===== src/rtl/fifo_burst_pkg.sv =====
// Shared types and width helpers for the FIFO read-side burst drain engine.
package fifo_burst_pkg;

  typedef enum logic {
    IDLE  = 1'b0,
    BURST = 1'b1
  } state_e;

  localparam int unsigned DEF_DATA_WIDTH       = 8;
  localparam int unsigned DEF_FIFO_DEPTH_WIDTH = 11;
  localparam int unsigned DEF_BURST_LEN        = 16;
  localparam int unsigned DEF_TIMEOUT_CYCLES   = 255;

  // words_left must hold the value BURST_LEN itself
  function automatic int unsigned words_left_width(input int unsigned burst_len);
    return $clog2(burst_len + 1);
  endfunction

  function automatic int unsigned timer_width(input int unsigned timeout_cycles);
    return $clog2(timeout_cycles + 1);
  endfunction

endpackage


===== src/rtl/fifo_burst_reader_skid.sv =====
// Two-entry valid/ready buffer; exposes occupancy so the producer can gate pushes.
module stream_skid_buffer #(
  parameter int unsigned WIDTH = 9
) (
  input  logic             clk,
  input  logic             rst,
  input  logic             push,
  input  logic [WIDTH-1:0] push_data,
  output logic             out_valid,
  output logic [WIDTH-1:0] out_data,
  input  logic             out_ready,
  output logic [1:0]       occupancy
);

  logic [WIDTH-1:0] head_q, head_d;
  logic [WIDTH-1:0] tail_q, tail_d;
  logic [1:0]       occ_q, occ_d;
  logic             pop_c;

  assign pop_c     = (occ_q != 2'd0) && out_ready;
  assign out_valid = (occ_q != 2'd0);
  assign out_data  = head_q;
  assign occupancy = occ_q;

  // Pop is applied first so a same-cycle push lands in the freed slot
  always_comb begin
    head_d = head_q;
    tail_d = tail_q;
    occ_d  = occ_q;
    if (pop_c) begin
      if (occ_q == 2'd2) head_d = tail_q;
      occ_d = occ_q - 2'd1;
    end
    if (push) begin
      if (occ_d == 2'd0) head_d = push_data;
      else               tail_d = push_data;
      occ_d = occ_d + 2'd1;
    end
  end

  always_ff @(posedge clk or posedge rst) begin
    if (rst) begin
      head_q <= '0;
      tail_q <= '0;
      occ_q  <= 2'd0;
    end else begin
      head_q <= head_d;
      tail_q <= tail_d;
      occ_q  <= occ_d;
    end
  end

endmodule


===== src/rtl/fifo_burst_reader.sv =====
// Drains a FWFT FIFO read port into a valid/ready stream grouped in bursts,
// flushing a partial burst after an idle timeout.
module fifo_burst_reader
  import fifo_burst_pkg::*;
#(
  parameter int unsigned DATA_WIDTH       = DEF_DATA_WIDTH,
  parameter int unsigned FIFO_DEPTH_WIDTH = DEF_FIFO_DEPTH_WIDTH,
  parameter int unsigned BURST_LEN        = DEF_BURST_LEN,
  parameter int unsigned TIMEOUT_CYCLES   = DEF_TIMEOUT_CYCLES
) (
  input  logic                        clk_read,
  input  logic                        rst,
  input  logic                        enable,
  input  logic                        fifo_empty,
  input  logic [DATA_WIDTH-1:0]       fifo_data_read,
  input  logic [FIFO_DEPTH_WIDTH-1:0] fifo_count,
  output logic                        fifo_read,
  output logic [DATA_WIDTH-1:0]       m_data,
  output logic                        m_valid,
  output logic                        m_last,
  input  logic                        m_ready,
  output logic                        burst_active,
  output logic [15:0]                 bursts_done
);

  localparam int unsigned WL_W  = words_left_width(BURST_LEN);
  localparam int unsigned TMR_W = timer_width(TIMEOUT_CYCLES);
  localparam int unsigned OCC_W = FIFO_DEPTH_WIDTH + 1;

  localparam logic [OCC_W-1:0] FULL_OCC  = OCC_W'(1) << FIFO_DEPTH_WIDTH;
  localparam logic [OCC_W-1:0] BURST_OCC = OCC_W'(BURST_LEN);
  localparam logic [WL_W-1:0]  BURST_WL  = WL_W'(BURST_LEN);
  localparam logic [TMR_W-1:0] TMR_MAX   = TMR_W'(TIMEOUT_CYCLES);

  state_e             state_q, state_d;
  logic [WL_W-1:0]    words_left_q, words_left_d;
  logic [TMR_W-1:0]   timer_q, timer_d;
  logic [15:0]        bursts_done_q, bursts_done_d;
  logic [OCC_W-1:0]   occ_eff;
  logic [1:0]         buf_occ;
  logic               pop_c;
  logic               push_last;
  logic [DATA_WIDTH:0] buf_out;

  // A zero count with a non-empty flag is the wrapped encoding of a full FIFO
  assign occ_eff = (fifo_count == '0 && !fifo_empty) ? FULL_OCC : {1'b0, fifo_count};

  assign pop_c     = (state_q == BURST) && (words_left_q != '0) && !fifo_empty
                     && (buf_occ < 2'd2);
  assign push_last = (words_left_q == WL_W'(1));

  assign fifo_read    = pop_c;
  assign burst_active = (state_q == BURST);
  assign bursts_done  = bursts_done_q;
  assign m_last       = buf_out[DATA_WIDTH];
  assign m_data       = buf_out[DATA_WIDTH-1:0];

  always_comb begin
    state_d      = state_q;
    words_left_d = words_left_q;
    timer_d      = '0;
    case (state_q)
      IDLE: begin
        if (enable && !fifo_empty)
          timer_d = (timer_q == TMR_MAX) ? TMR_MAX : timer_q + TMR_W'(1);
        if (enable && occ_eff >= BURST_OCC) begin
          state_d      = BURST;
          words_left_d = BURST_WL;
          timer_d      = '0;
        end else if (enable && !fifo_empty && timer_q == TMR_MAX) begin
          state_d      = BURST;
          words_left_d = WL_W'(occ_eff);
          timer_d      = '0;
        end
      end
      BURST: begin
        // An empty FIFO just stalls here; the burst is never truncated
        if (pop_c) begin
          words_left_d = words_left_q - WL_W'(1);
          if (push_last) state_d = IDLE;
        end
      end
      default: state_d = IDLE;
    endcase
  end

  always_comb begin
    bursts_done_d = bursts_done_q;
    if (m_valid && m_ready && m_last) bursts_done_d = bursts_done_q + 16'd1;
  end

  always_ff @(posedge clk_read or posedge rst) begin
    if (rst) begin
      state_q       <= IDLE;
      words_left_q  <= '0;
      timer_q       <= '0;
      bursts_done_q <= '0;
    end else begin
      state_q       <= state_d;
      words_left_q  <= words_left_d;
      timer_q       <= timer_d;
      bursts_done_q <= bursts_done_d;
    end
  end

  stream_skid_buffer #(
    .WIDTH (DATA_WIDTH + 1)
  ) u_skid (
    .clk       (clk_read),
    .rst       (rst),
    .push      (pop_c),
    .push_data ({push_last, fifo_data_read}),
    .out_valid (m_valid),
    .out_data  (buf_out),
    .out_ready (m_ready),
    .occupancy (buf_occ)
  );

endmodule


===== config.mk =====
export PLATFORM = sky130hd
export DESIGN_NAME = fifo_burst_reader
export DESIGN_NICKNAME = d
export VERILOG_FILES = /design/src/rtl/fifo_burst_pkg.sv /design/src/rtl/fifo_burst_reader_skid.sv /design/src/rtl/fifo_burst_reader.sv
export SDC_FILE = /design/constraint.sdc
export NUM_CORES = 1
export LEC_CHECK = 0
export CORE_MARGIN = 2
export CORE_UTILIZATION = 51
export DETAILED_ROUTE_END_ITERATION = 6
export PLACE_DENSITY = 0.8
export SYNTH_ARGS = -nofsm -noshare
export SYNTH_HDL_FRONTEND = slang
export SYNTH_SLANG_ARGS = --single-unit
export TNS_END_PERCENT = 10

===== constraint.sdc =====
create_clock -name clk_read -period 2.5 [get_ports clk_read]
set_input_delay 0.75 -clock clk_read [delete_from_list [all_inputs] [get_ports clk_read]]
set_output_delay 0.75 -clock clk_read [all_outputs]
set_load 0.01 [all_outputs]

# --- After elaboration in Yosys (flattened, before gate mapping) ---
# Index checks and enable logic that the tools add are counted.
totals:
  out_inout_bits: 28
  input_bits: 24
  ff_bits: 50
  wordCells: 58
op_classes:
  add_sub_neg: 5
  order_cmp: 2
  bitwise_logic: 2
  reduce_logical: 16
  mux: 21
  n_eq_ne: 5
ops:
  columns: ["operator", "count"]
  rows:
  - ["2-to-1 mux 8 bit", 5]
  - ["2-to-1 mux 9 bit", 4]
  - ["adder 16 x 1 -> 16 bit, second input constant", 1]
  - ["2-to-1 mux 5 bit", 3]
  - ["greater-or-equal comparator 12 x 5 -> 1 bit, second input constant", 1]
  - ["2-to-1 mux 12 bit", 1]
  - ["logical NOT 11 bit", 1]
  - ["case mux 5 bit (2 select lines)", 1]
  - ["logical AND 1 bit", 9]
  - ["adder 8 x 1 -> 8 bit, second input constant", 1]
  - ["== test 8 bit, second input constant", 1]
  - ["== test 5 x 1 -> 1 bit, second input constant", 1]
  - ["nonzero test 5 bit", 1]
  - ["subtractor 5 x 1 -> 5 bit, second input constant", 1]
  - ["2-to-1 mux 1 bit", 4]
  - ["2-to-1 mux 2 bit", 2]
  - ["AND reduction 2 bit", 2]
  - ["!= test 3 bit, second input constant", 1]
  - ["adder 2 x 1 -> 2 bit, second input constant", 1]
  - ["== test 2 bit, second input constant", 1]
  - ["logical NOT 2 bit", 1]
  - ["< comparator 2 bit, second input constant", 1]
  - ["!= test 2 bit, second input constant", 1]
  - ["inverter 1 bit", 2]
  - ["4 further kinds", 4]

# --- Logic depth before layout (Yosys ltp) ---
depth:
  word_depth: 7
  depth_mapped: 11
  ltp_nobuf: 10

# --- By module ---
# A second synthesis with hierarchy kept.
hier_totals:
  hier_cells: 237
  area_unflattened_um2: 2523.7
by_module_without_submodules:
  columns: ["mod", "cells_each", "area_per_inst_um2", "n_inst", "seq_area_each_um2"]
  rows:
  - ["fifo_burst_reader", 152, 1559.0, 1, 750.7]
  - ["stream_skid_buffer", 85, 964.7, 1, 500.5]

# --- Least setup slack after synthesis ---
# No wires, ideal clock.
synth_timing:
  path_type: "input to output"
  start: "in fifo_empty"
  end: "out fifo_read"
  stages: 3
  setup_slack_ps: 392
  required_time_ps: 1750
  arrival_ps: 1358
  path_buffers: 1
  path_cell_list: "a2111o_1 > buf_6 > inv_8"
synth_between:
  elab_chain_cells: 3
synth_lines:
  columns: ["element", "line", "text"]
  rows:
  - ["start: declaration", "fifo_burst_reader.sv:14", "input logic fifo_empty,"]
  - ["logical NOT 1 bit", "fifo_burst_reader.sv:48", "assign pop_c = (state_q == BURST) && (words_left_q != '0) && !fifo_empty"]
  - ["logical AND 1 bit", "fifo_burst_reader.sv:48", null]
  - ["logical AND 1 bit", "fifo_burst_reader.sv:49", "&& (buf_occ < 2'd2);"]
  - ["end: declaration", "fifo_burst_reader.sv:17", "output logic fifo_read,"]
# No other way between the ends.

# --- Final worst setup path ---
# Ends and elaborated chain as after synthesis.

==> impl_metrics.csv <==
group,metric,value,unit
sta,rsz0062_at_grt,"false",
min_path,min_path_type,"flip-flop to flip-flop",
grt,grt_pass1_wl,8073,um
sta,setup_viol,0,
routing,drt-initial-drc-count,61,
finish,final_common_cell,"dfrtp_1",
critical_path,path_cells,"dlygate4sd2_1 -> a2111o_1 -> inv_8 -> buf_2",
routing,routed_wl,4727,um
clocking,h-tree-depth,2,
place,io_buffers,51,
finish,diodes,0,
power,vdd_ir_drop_max,0.0004395,V
die,initial_core_util,0.5261,
critical_path,critPathTopFamily,"buffers and inverters",
grt,grt_max_degree,24,
clocking,ctsHoldBuffers,0,
critical_path,rr_worst_depth,8,
yosys,yosysSeqAreaShare,0.5068,
die,coreArea,4692,um2
sta,setup_slack,0.1139,ns
grt,grt.overflow.total,0,
die,die_w,73.58,um
sta,finalClockSkew,0.004753,ns
yosys,yosys-top-cells-area,"dfrtp_1 (51%), xnor2_1 (5.7%), mux2_2 (4.6%)",
min_path,hold_depth,1,
clocking,cts_tree,"built",
critical_path,max_stage_delay,0.44,ns
critical_path,path_class,"input pin to output port",
finish,fin_cells,354,
min_path,hp-start,"bursts_done[15]",
sta,slew_violations,0,
grt,grt_usage,0.1951,
routing,drc,0,
finish,fin_nets,331,
sta,period_needed,2.386,ns
yosys,synth-seq-cells,50,
finish,final_layout_size_suffix_gt1_frac,0.1700,
finish,areaGrowthSynthToFinish,31.07,%
critical_path,cp.buffers_inverters,3,
clocking,clkLatencyLatePin,0.30,ns
critical_path,slowest_stage,"a2111o_1",
clocking,clk_path_buf_depth,2,
critical_path,reg2reg_slack,0.48,ns
routing,first_pass_iters,4,
critical_path,critPathCaptureType,"output port",
clocking,clkTransAtPathRegs,0.09,ns
min_path,holdPathEnd,"bursts_done[15]",
place,dp_cells,346,
critical_path,worstPathArrival,1.64,ns
grt,grt_antenna_before_repair,0,
critical_path,r2r-start,"u_skid.occupancy[1]",
outcome,status,"complete, no violations",
yosys,syn_nets,258,
run,maxCapViolations,0,
die,die_h,73.58,um
yosys,syn-mean-instance-area,10.87,um2
die,io_pins,52,
critical_path,cp.required,1.75,ns
sta,fin_crit_sh,0.9544,
clocking,cts_made_buffers,5,
power,power.leakage,1.478,nW
sta,holdWs,0.4680,ns
routing,vias,1904,
die,dieArea,5413,um2
clocking,cts.sinks,50,
sta,timing.fmax,419.1,MHz
finish,fin_util,0.6896,
routing,wl_per_cell,13.35,um
power,p_per_area,904.5,nW/um2
die,rows,25,
sta,slew_headroom,0.7017,
grt,grt_pass1_vias,1845,
yosys,netlist_instances,227,
yosys,yosysWarnings,0,
critical_path,cp_max_fo,2,
sta,worst_pin_slew,0.4467,ns
place,pre_cts_ws,-0.5204,ns
place,routabilityCongestion,0.8047,
critical_path,timing.rr.end,"u_skid.tail_q[0]",
place,dp_hpwl,3724,um
clocking,clockRootBuffer,"clkbuf_8",
critical_path,cp-start-kind,"input pin",
routing,antenna_left,0,
routing,vias_per_cell,5.379,
yosys,synth_top_area_frac,0.5068,
yosys,synth_cell_types,42,
yosys,yosysTopAreaCell,"dfrtp_1",
sta,hold_violations,0,
yosys,netlist_area,2469,um2
finish,layout_common_cells,"dfrtp_1 (50), clkdlybuf4s50_1 (49), nor2_1 (28), buf_4 (20)",
## cell usage after synthesis (all sizes together)
master  count
ha          7
a211oi      1
or4         1
xor2        7
nand3b      3
or3         2
and3        2
nand4       8
nor2       29
clkbuf      2
or2         2
or3b        1
nand3      10
mux2i       8
and3b       1
nor4        1
o21ai       4
xnor2      16
dfrtp      50
inv        14
mux2       10
o211ai      2
buf         3
nor2b       1
a221oi      2
a21oi      13
nand2      17
nor3        4
nand4b      2
o21bai      1
o31ai       2
a2111o      1
## worst max-delay path by stage
| stage | startpoint | endpoint | cells after the start |
|---|---|---|---|
| after floorplan | fifo_empty | fifo_read | 3 |
| after global placement | fifo_empty | fifo_read | 4 |
| after detailed placement | fifo_empty | fifo_read | 4 |
| after CTS | fifo_empty | fifo_read | 4 |
| after global routing | words_left_q[0] | fifo_read | 5 |
| final | fifo_empty | fifo_read | 4 |
## per-stage QoR
stage / TNS, ns / power (mW) / cell area, um2
2_1_floorplan: 0 / 1.981 / 2469
3_3_place_gp: -0.7345 / 2.451 / 3152
3_5_place_dp: -1.024 / 2.505 / 3152
4_1_cts: 0 / 2.958 / 3236
5_1_grt: 0 / 3.149 / 3236
6_report: 0 / 2.927 / 3236
## registers in the layout, summed over array words and instances (netlist names)
register	flops
burst_active	1
u_skid.out_data	9
u_skid.occupancy	2
words_left_q	5
timer_q	8
u_skid.tail_q	9
bursts_done	16
## routing by layer
| metal | part of all wire | vias to the layer above | global-route usage | routed length, um |
|---|---|---|---|---|
| li1 | - | 928 | - | - |
| met1 | 0.41 | 920 | 0.2308 | 1941 |
| met2 | 0.53 | 50 | 0.3442 | 2511 |
| met3 | 0.048 | 6 | 0.05350 | 228 |
| met4 | 0.0097 | 0 | 0.05859 | 46 |
| met5 | 0 | - | 0 | 0 |
## power by group
group	total (mW)	internal [mW]	switching (mW)
Combinational	1.29	0.692	0.593
Sequential	1.19	1.04	0.150
Clock	0.454	0.194	0.260
## repair_timing
item                                   in CTS  in global routing
setup buffers                               1                  0
resized for setup                           5                  0
setup endpoints to repair                   1                  0
endpoints found under the hold margin       0                  0
## area by class of cell
cell class / count / area, um2
Fill cell: 354 / 1456
Timing Repair Buffer: 71 / 654.4
Multi-Input combinational cell: 158 / 1120
Inverter: 14 / 60.06
Sequential cell: 50 / 1251
Tap cell: 54 / 67.56
Clock buffer: 5 / 68.82
Clock inverter: 2 / 13.76
## logic make-up (layout without fill, tap and decap cells)
logic type / after synthesis / count (layout) / synth area share
simple gates: 84 / 84 / 0.1840
flops: 50 / 50 / 0.5068
compound gates: 26 / 26 / 0.07450
xor+xnor: 23 / 23 / 0.08160
buf+inv: 19 / 92 / 0.03954
mux: 18 / 18 / 0.07806
fa+ha+maj: 7 / 7 / 0.03548
(Power assumes the default switching activity.)
